--- src/rtl/magma_timer_if.sv ---
// Bus bundle between a magma xbar port (master) and a responder such as the
// timer (slave). Requests are accepted in their own cycle; read data returns
// later on bus_resp/bus_rdata.
interface magma_timer_if;
    logic        bus_req;
    logic        bus_we;
    logic [31:0] bus_addr;
    logic [3:0]  bus_be;
    logic [31:0] bus_wdata;
    logic        bus_ack;
    logic        bus_resp;
    logic [31:0] bus_rdata;

    modport master (
        output bus_req, bus_we, bus_addr, bus_be, bus_wdata,
        input  bus_ack, bus_resp, bus_rdata
    );

    modport slave (
        input  bus_req, bus_we, bus_addr, bus_be, bus_wdata,
        output bus_ack, bus_resp, bus_rdata
    );
endinterface

--- src/rtl/magma_timer.sv ---
// Memory-mapped 64-bit timer responder for the magma xbar.
// Prescaled 64-bit counter with compare, optional auto-reload, a sticky
// MATCH flag and a registered level interrupt. Every request is accepted in
// its own cycle; read data returns through a RD_LATENCY-deep pipe.
module magma_timer #(
    parameter int RD_LATENCY = 1,   // legal 1..4
    parameter int PRESC_W    = 16   // legal 1..32
) (
    input  logic         clk_i,
    input  logic         rst_i,
    magma_timer_if.slave bus,
    output logic         irq_o
);

    typedef enum logic [2:0] {
        REG_CTRL   = 3'd0,
        REG_STATUS = 3'd1,
        REG_CNT_LO = 3'd2,
        REG_CNT_HI = 3'd3,
        REG_CMP_LO = 3'd4,
        REG_CMP_HI = 3'd5,
        REG_PRESC  = 3'd6,
        REG_RSVD   = 3'd7
    } reg_sel_e;

    typedef struct packed {
        logic auto_reload;  // bit 2
        logic irq_en;       // bit 1
        logic en;           // bit 0
    } ctrl_t;

    // Byte-enable merge shared by every writable register.
    function automatic logic [31:0] be_merge(input logic [31:0] old_word,
                                             input logic [31:0] new_word,
                                             input logic [3:0]  be);
        logic [31:0] merged;
        for (int b = 0; b < 4; b++) begin
            merged[b*8 +: 8] = be[b] ? new_word[b*8 +: 8] : old_word[b*8 +: 8];
        end
        return merged;
    endfunction

    // ------------------------------------------------------------------
    // Register state
    // ------------------------------------------------------------------
    ctrl_t                ctrl_q,   ctrl_d;
    logic                 match_q,  match_d;
    logic [63:0]          cnt_q,    cnt_d;
    logic [63:0]          cmp_q,    cmp_d;
    logic [PRESC_W-1:0]   presc_q,  presc_d;
    logic [PRESC_W-1:0]   pcnt_q,   pcnt_d;
    logic [31:0]          shadow_q, shadow_d;
    logic                 irq_q;

    // Read pipe: valid bits and data words, stage RD_LATENCY-1 drives the bus.
    logic [RD_LATENCY-1:0]       pipe_vld;
    logic [RD_LATENCY-1:0][31:0] pipe_data;

    // ------------------------------------------------------------------
    // Decode
    // ------------------------------------------------------------------
    reg_sel_e    sel;
    logic        wr_en;
    logic        rd_en;
    logic        tick;
    logic        match_set;
    logic [31:0] cur_word;   // present value of the addressed register
    logic [31:0] wr_word;    // cur_word with the write bytes merged in
    logic [31:0] rd_word;    // value returned for a read of sel
    logic        unused_addr;

    assign sel         = reg_sel_e'(bus.bus_addr[4:2]);
    assign wr_en       = bus.bus_req &  bus.bus_we;
    assign rd_en       = bus.bus_req & ~bus.bus_we;
    assign bus.bus_ack = bus.bus_req;
    assign unused_addr = ^{bus.bus_addr[31:5], bus.bus_addr[1:0]};

    // Select the addressed register's current contents and the read value.
    always_comb begin
        // NOTE: every signal written in a combinational block gets a default
        // first, so no path leaves it unassigned and no latch is inferred.
        cur_word = '0;
        unique case (sel)
            REG_CTRL:   cur_word = {29'b0, ctrl_q};
            REG_STATUS: cur_word = {31'b0, match_q};
            REG_CNT_LO: cur_word = cnt_q[31:0];
            REG_CNT_HI: cur_word = cnt_q[63:32];
            REG_CMP_LO: cur_word = cmp_q[31:0];
            REG_CMP_HI: cur_word = cmp_q[63:32];
            REG_PRESC:  cur_word = 32'(presc_q);
            REG_RSVD:   cur_word = '0;
        endcase
        wr_word = be_merge(cur_word, bus.bus_wdata, bus.bus_be);
        // CNT_HI reads the snapshot taken by the last CNT_LO read, so a
        // LO-then-HI read pair is coherent even while the counter runs.
        rd_word = (sel == REG_CNT_HI) ? shadow_q : cur_word;
    end

    // Next-state for control, counter, compare, prescaler, status and shadow.
    always_comb begin
        ctrl_d    = ctrl_q;
        match_d   = match_q;
        cnt_d     = cnt_q;
        cmp_d     = cmp_q;
        presc_d   = presc_q;
        pcnt_d    = pcnt_q;
        shadow_d  = shadow_q;
        match_set = 1'b0;

        // Tick uses the EN value held this cycle, so a CTRL write that
        // clears EN still lets this cycle's tick through.
        tick = ctrl_q.en && (pcnt_q == presc_q);

        if (ctrl_q.en) begin
            pcnt_d = tick ? '0 : pcnt_q + PRESC_W'(1);
        end

        // A bus write to either counter half overrides the increment and
        // suppresses the compare for that cycle.
        if (wr_en && sel == REG_CNT_LO) begin
            cnt_d[31:0] = wr_word;
        end else if (wr_en && sel == REG_CNT_HI) begin
            cnt_d[63:32] = wr_word;
        end else if (tick) begin
            if (cnt_q == cmp_q) begin
                match_set = 1'b1;
                cnt_d     = ctrl_q.auto_reload ? 64'd0 : cnt_q + 64'd1;
            end else begin
                cnt_d = cnt_q + 64'd1;
            end
        end

        if (wr_en) begin
            unique case (sel)
                REG_CTRL:   ctrl_d = ctrl_t'(wr_word[2:0]);
                REG_CMP_LO: cmp_d[31:0]  = wr_word;
                REG_CMP_HI: cmp_d[63:32] = wr_word;
                REG_PRESC: begin
                    presc_d = wr_word[PRESC_W-1:0];
                    pcnt_d  = '0;
                end
                default: ;
            endcase
        end

        // W1C first, then a same-cycle match re-sets the flag.
        if (wr_en && sel == REG_STATUS && bus.bus_be[0] && bus.bus_wdata[0]) begin
            match_d = 1'b0;
        end
        if (match_set) begin
            match_d = 1'b1;
        end

        if (rd_en && sel == REG_CNT_LO) begin
            shadow_d = cnt_q[63:32];
        end
    end

    // Register bank and registered interrupt level.
    always_ff @(posedge clk_i or posedge rst_i) begin
        // NOTE: clocked state uses non-blocking assignments so every register
        // samples the pre-edge values, independent of statement order.
        if (rst_i) begin
            ctrl_q   <= '0;
            match_q  <= 1'b0;
            cnt_q    <= '0;
            cmp_q    <= '0;
            presc_q  <= '0;
            pcnt_q   <= '0;
            shadow_q <= '0;
            irq_q    <= 1'b0;
        end else begin
            ctrl_q   <= ctrl_d;
            match_q  <= match_d;
            cnt_q    <= cnt_d;
            cmp_q    <= cmp_d;
            presc_q  <= presc_d;
            pcnt_q   <= pcnt_d;
            shadow_q <= shadow_d;
            irq_q    <= match_q & ctrl_q.irq_en;
        end
    end

    // Read response pipe: data sampled in the ack cycle, shifted RD_LATENCY stages.
    always_ff @(posedge clk_i or posedge rst_i) begin
        // NOTE: the data stages are reset along with the valid bits; the pipe
        // is tiny and a reset that clears it keeps bus_rdata defined.
        if (rst_i) begin
            pipe_vld  <= '0;
            pipe_data <= '0;
        end else begin
            pipe_vld[0] <= rd_en;
            if (rd_en) begin
                pipe_data[0] <= rd_word;
            end
            for (int i = 1; i < RD_LATENCY; i++) begin
                pipe_vld[i]  <= pipe_vld[i-1];
                pipe_data[i] <= pipe_data[i-1];
            end
        end
    end

    assign bus.bus_resp  = pipe_vld[RD_LATENCY-1];
    assign bus.bus_rdata = pipe_vld[RD_LATENCY-1] ? pipe_data[RD_LATENCY-1] : 32'd0;
    assign irq_o         = irq_q;

endmodule

--- src/flat_wrapper.sv ---
// flat-port wrapper written by rule: the top's interface ports become plain ports
module magma_timer_flat 
#(
    parameter int RD_LATENCY = 1,                
    parameter int PRESC_W    = 16                 
)
  (clk_i, rst_i, irq_o, bus_bus_req, bus_bus_we, bus_bus_addr, bus_bus_be, bus_bus_wdata, bus_bus_ack, bus_bus_resp, bus_bus_rdata);
  magma_timer_if bus_i ();
  input  logic clk_i;
  input  logic rst_i;
  output logic irq_o;
  input wire logic [$bits(bus_i.bus_req)-1:0] bus_bus_req;
  input wire logic [$bits(bus_i.bus_we)-1:0] bus_bus_we;
  input wire logic [$bits(bus_i.bus_addr)-1:0] bus_bus_addr;
  input wire logic [$bits(bus_i.bus_be)-1:0] bus_bus_be;
  input wire logic [$bits(bus_i.bus_wdata)-1:0] bus_bus_wdata;
  output wire logic [$bits(bus_i.bus_ack)-1:0] bus_bus_ack;
  output wire logic [$bits(bus_i.bus_resp)-1:0] bus_bus_resp;
  output wire logic [$bits(bus_i.bus_rdata)-1:0] bus_bus_rdata;
  assign bus_i.bus_req = bus_bus_req;
  assign bus_i.bus_we = bus_bus_we;
  assign bus_i.bus_addr = bus_bus_addr;
  assign bus_i.bus_be = bus_bus_be;
  assign bus_i.bus_wdata = bus_bus_wdata;
  assign bus_bus_ack = bus_i.bus_ack;
  assign bus_bus_resp = bus_i.bus_resp;
  assign bus_bus_rdata = bus_i.bus_rdata;
  magma_timer #(.RD_LATENCY(RD_LATENCY), .PRESC_W(PRESC_W)) u_core (.clk_i(clk_i), .rst_i(rst_i), .bus(bus_i), .irq_o(irq_o));
endmodule
--- config.mk ---
export PLATFORM = sky130hd
export DESIGN_NAME = magma_timer_flat
export DESIGN_NICKNAME = d
export VERILOG_FILES = /design/src/rtl/magma_timer_if.sv /design/src/rtl/magma_timer.sv /design/src/flat_wrapper.sv
export SDC_FILE = /design/constraint.sdc
export NUM_CORES = 1
export LEC_CHECK = 0
export ABC_CLOCK_PERIOD_IN_PS = 6410
export CAP_MARGIN = 25
export CELL_PAD_IN_SITES_DETAIL_PLACEMENT = 1
export CELL_PAD_IN_SITES_GLOBAL_PLACEMENT = 1
export CORE_AREA = 2 2 155 308
export DETAILED_ROUTE_END_ITERATION = 8
export DIE_AREA = 0 0 157 310
export PLACE_DENSITY_LB_ADDON = 0.1
export SLEW_MARGIN = 15
export SYNTH_ARGS = -nofsm -noshare
export SYNTH_HDL_FRONTEND = slang
export SYNTH_SLANG_ARGS = --single-unit
--- constraint.sdc ---
create_clock -name clk_i -period 6.41 [get_ports clk_i]
set_input_delay 0.641 -clock clk_i [delete_from_list [all_inputs] [get_ports clk_i]]
set_output_delay 0.641 -clock clk_i [all_outputs]
set_load 0.1 [all_outputs]
==> flow_summary.toml <==
[outcome]
status = "completed"

[worst_setup_path]
cpMostUsedCell = "buf_4"
cp_max_fo = 14
worstRegToRegCells = 10
critPathSlowestCell = "nor4_4"
timing.rr.end = "u_core.cnt_q[29]"
worst-path-stages = 10
critPathLaunchType = "flop"
critPathKind = "reg -> reg"
endpoint = "u_core.cnt_q[29]"
startpoint = "u_core.cnt_q[35]"
critical-path-top-delay-family = "simple AND/OR/NAND/NOR gates"
rrSetupSlack_ps = 2250
max_stage_delay_ps = 720
reg2reg_from = "u_core.cnt_q[35]"
cp_data_required_time_ps = 6840
endpoint_kind = "flop"
crit_buf_inv = 3
crit_chain = "xor2_1 -> nor4_1 -> nand4_1 -> nor4_4 -> buf_4 -> buf_4 -> a21oi_2 -> buf_4 -> nor4bb_1 -> o31a_1"
crit_arrival_ps = 4580

[sta]
clock_skew_ps = 22.4
finalSetupViolCount = 0
grt_setup_unrepaired = "no"
fin_crit_sh = 0.648
min_period_ps = 4160
fin_tns_setup_ps = 0
relSlewSlack = 0.282
fmax_mhz = 241
hold_viol_final = 0
tightest_slew_ps = 1050
slew_viol_final = 0

[global_route]
grt_max_degree = 124
first_global_vias = 12876
grt_pass1_wl_um = 87900
grt_use_total = 0.244
grt_overflow = 0
grt_antenna_before_repair = 0

[place]
post-place-cells = 2171
io_buffers = 77
placed_cell_area_sq_um = 15100
gp_congestion = 0.854
hpwl_um = 43000

[route]
ant_nets = 0
drc_errors = 0
vias_per_cell = 5.52
avgRoutedWirePerCell_um = 26.5
wl_um = 58700
drt_iter0_markers = 758
vias = 12232
drtPass1Iterations = 7

[die]
dieHeight_um = 310
row_count = 112
dieArea_sq_um = 48700
die_width_um = 157
core-area_sq_um = 46400
ios = 107
initial_core_util = 0.296

[layout]
final_nets = 1646
final_common_cell = "nand2_1"
layout-drive-gt1-share = 0.103
final_cell_mix = "nand2_1, dfrtp_1, o21ai_0"
stdcell_count = 2216
diodes = 0
syn2layout_area_growth_pct = 16.0
post-route-cell-area_sq_um = 15900
fillers = 5373

[synthesis]
synth_top_area_share = 0.419
ys_ff_latch = 230
synth-edff-count = 0
ys_types = 76
synth_top_cell_by_area = "dfrtp_1"
yosysSeqAreaShare = 0.419
synth_warnings = 0
syn-instance-count = 1550
netlist_area_sq_um = 13700
postSynthAreaPerCell_sq_um = 8.85
synth_area_leaders = "dfrtp_1, nand2_1, mux2i_1, xor2_1, o21ai_0"
async_flop_share = 1.00
ys_dominant_reg_cell = "dfrtp_1"
synth_fp_nets = 1624

[clock_tree]
clockBufferDepth = 3
cts.sinks = 230
cts_tree = "built"
insertion_delay_ps = 560
cts_hold_buf = 0
cts_root_buffer = "clkbuf_16"
numCtsBuffers = 25
postCtsResizedCells = 0
cts_setup_buffers = 0
htree_levels = 1
path_clk_slew_ps = 70

[power]
power.leakage_nw = 6.65
p_per_area_nw_per_um2 = 306
vdd_ir_drop_max_mv = 0.154

[hold_path]
hp-class = "reg -> reg"

[run]
maxCapViolCount = 0
==> per-stage QoR <==
| step | util | setup slack (ps) | power [W] | hold WS (ps) |
|---|---|---|---|---|
| final | 0.343 | 2250 | 0.00487 | 474 |
| after floorplan | - | 2760 | 0.00278 | 442 |
| after global routing | 0.343 | 2190 | 0.00510 | 510 |
| after CTS | 0.343 | 2290 | 0.00492 | 480 |
| after detailed placement | 0.325 | 2120 | 0.00337 | 466 |
| after global placement | 0.324 | 2030 | 0.00332 | 455 |
==> flip-flops by register name, summed over array words and instances (netlist names) <==
register	flops
u_core.pcnt_q	16
u_core.ctrl_q	3
u_core.bus.bus_resp	1
u_core.shadow_q	32
u_core.match_q	1
u_core.pipe_data	32
u_core.cmp_q	64
u_core.cnt_q	64
u_core.presc_q	16
u_core.irq_o	1
==> layout make-up <==
cell class              count  area, sq um  area share
clock buffers              35          723      0.0454
inverters                  17         67.6     0.00424
clock inverters             9          104     0.00652
well taps                 627          785      0.0493
flip-flops and latches    230         5760       0.362
multi-input cells        1180         7400       0.465
repair buffers            118         1090      0.0683
==> cells by family (layout without fill, tap and decap cells) <==
logic type / after synthesis / count (layout) / share of synthesized area
muxes: 139 / 139 / 0.106
AOI/OAI and AO/OA: 354 / 354 / 0.159
adders and majority gates: 2 / 2 / 0.00182
DFF: 230 / 230 / 0.419
xor gates and xnor gates: 93 / 93 / 0.0594
buffers and inverters: 140 / 179 / 0.0429
and+or+nand+nor: 592 / 592 / 0.211
==> metal layers <==
metal / wire, um / track usage / vias to the layer above
met4: 2240 / 0.0885 / 0
met3: 1990 / 0.0220 / 95
li1: - / - / 5553
met2: 29200 / 0.422 / 273
met5: 0 / 0 / -
met1: 25200 / 0.314 / 6311
==> tightest hold or removal path: cells and delay by family, from the launching register on <==
kind            cells  cell delay (ps)
flops               1              340
simple gates        1               40
compound gates      1               60
==> worst min-delay path by stage <==
stage	slack, ps	cells after the start	to	startpoint
2_1_floorplan	440	1	u_core.pipe_data[0]	u_core.pipe_data[0]
3_3_place_gp	450	2	u_core.pipe_data[11]	u_core.pipe_data[11]
3_5_place_dp	470	2	u_core.pipe_data[14]	u_core.pipe_data[14]
4_1_cts	480	2	u_core.pipe_data[14]	u_core.pipe_data[14]
5_1_grt	510	2	u_core.pipe_data[19]	u_core.pipe_data[19]
6_report	470	2	u_core.pipe_data[14]	u_core.pipe_data[14]
==> synthesized netlist by cell type, types with 3 or more instances <==
cell and number:
o21ai_1 4, a21boi_0 3, o31a_1 3, buf_2 37, nor3_2 4, xnor2_1 20
nand2_1 242, o22ai_1 18, and3_1 15, nor2_1 98, a31oi_1 27, o21ai_0 124
buf_1 9, nand2b_1 13, nor2b_1 6, inv_1 17, o31ai_1 3, a22oi_1 32
buf_4 3, or3_1 5, o221ai_1 5, and4_1 7, nand4_1 32, nor3_1 28
mux2i_1 86, o21a_1 6, xor2_1 73, mux2_2 53, and2_1 47, o211ai_1 14
nor4_1 30, a211oi_1 5, a21oi_1 70, a221oi_1 7, dfrtp_1 230, clkbuf_1 72
or4_1 3, nand3_1 42, a2bb2oi_1 5
==> where the power goes <==
part / internal (W) / total, W / switching, W
Clock: 0.000866 / 0.00153 / 0.000665
Combinational: 0.000437 / 0.00121 / 0.000773
Sequential: 0.00173 / 0.00213 / 0.000402
(Power assumes the default switching activity.)
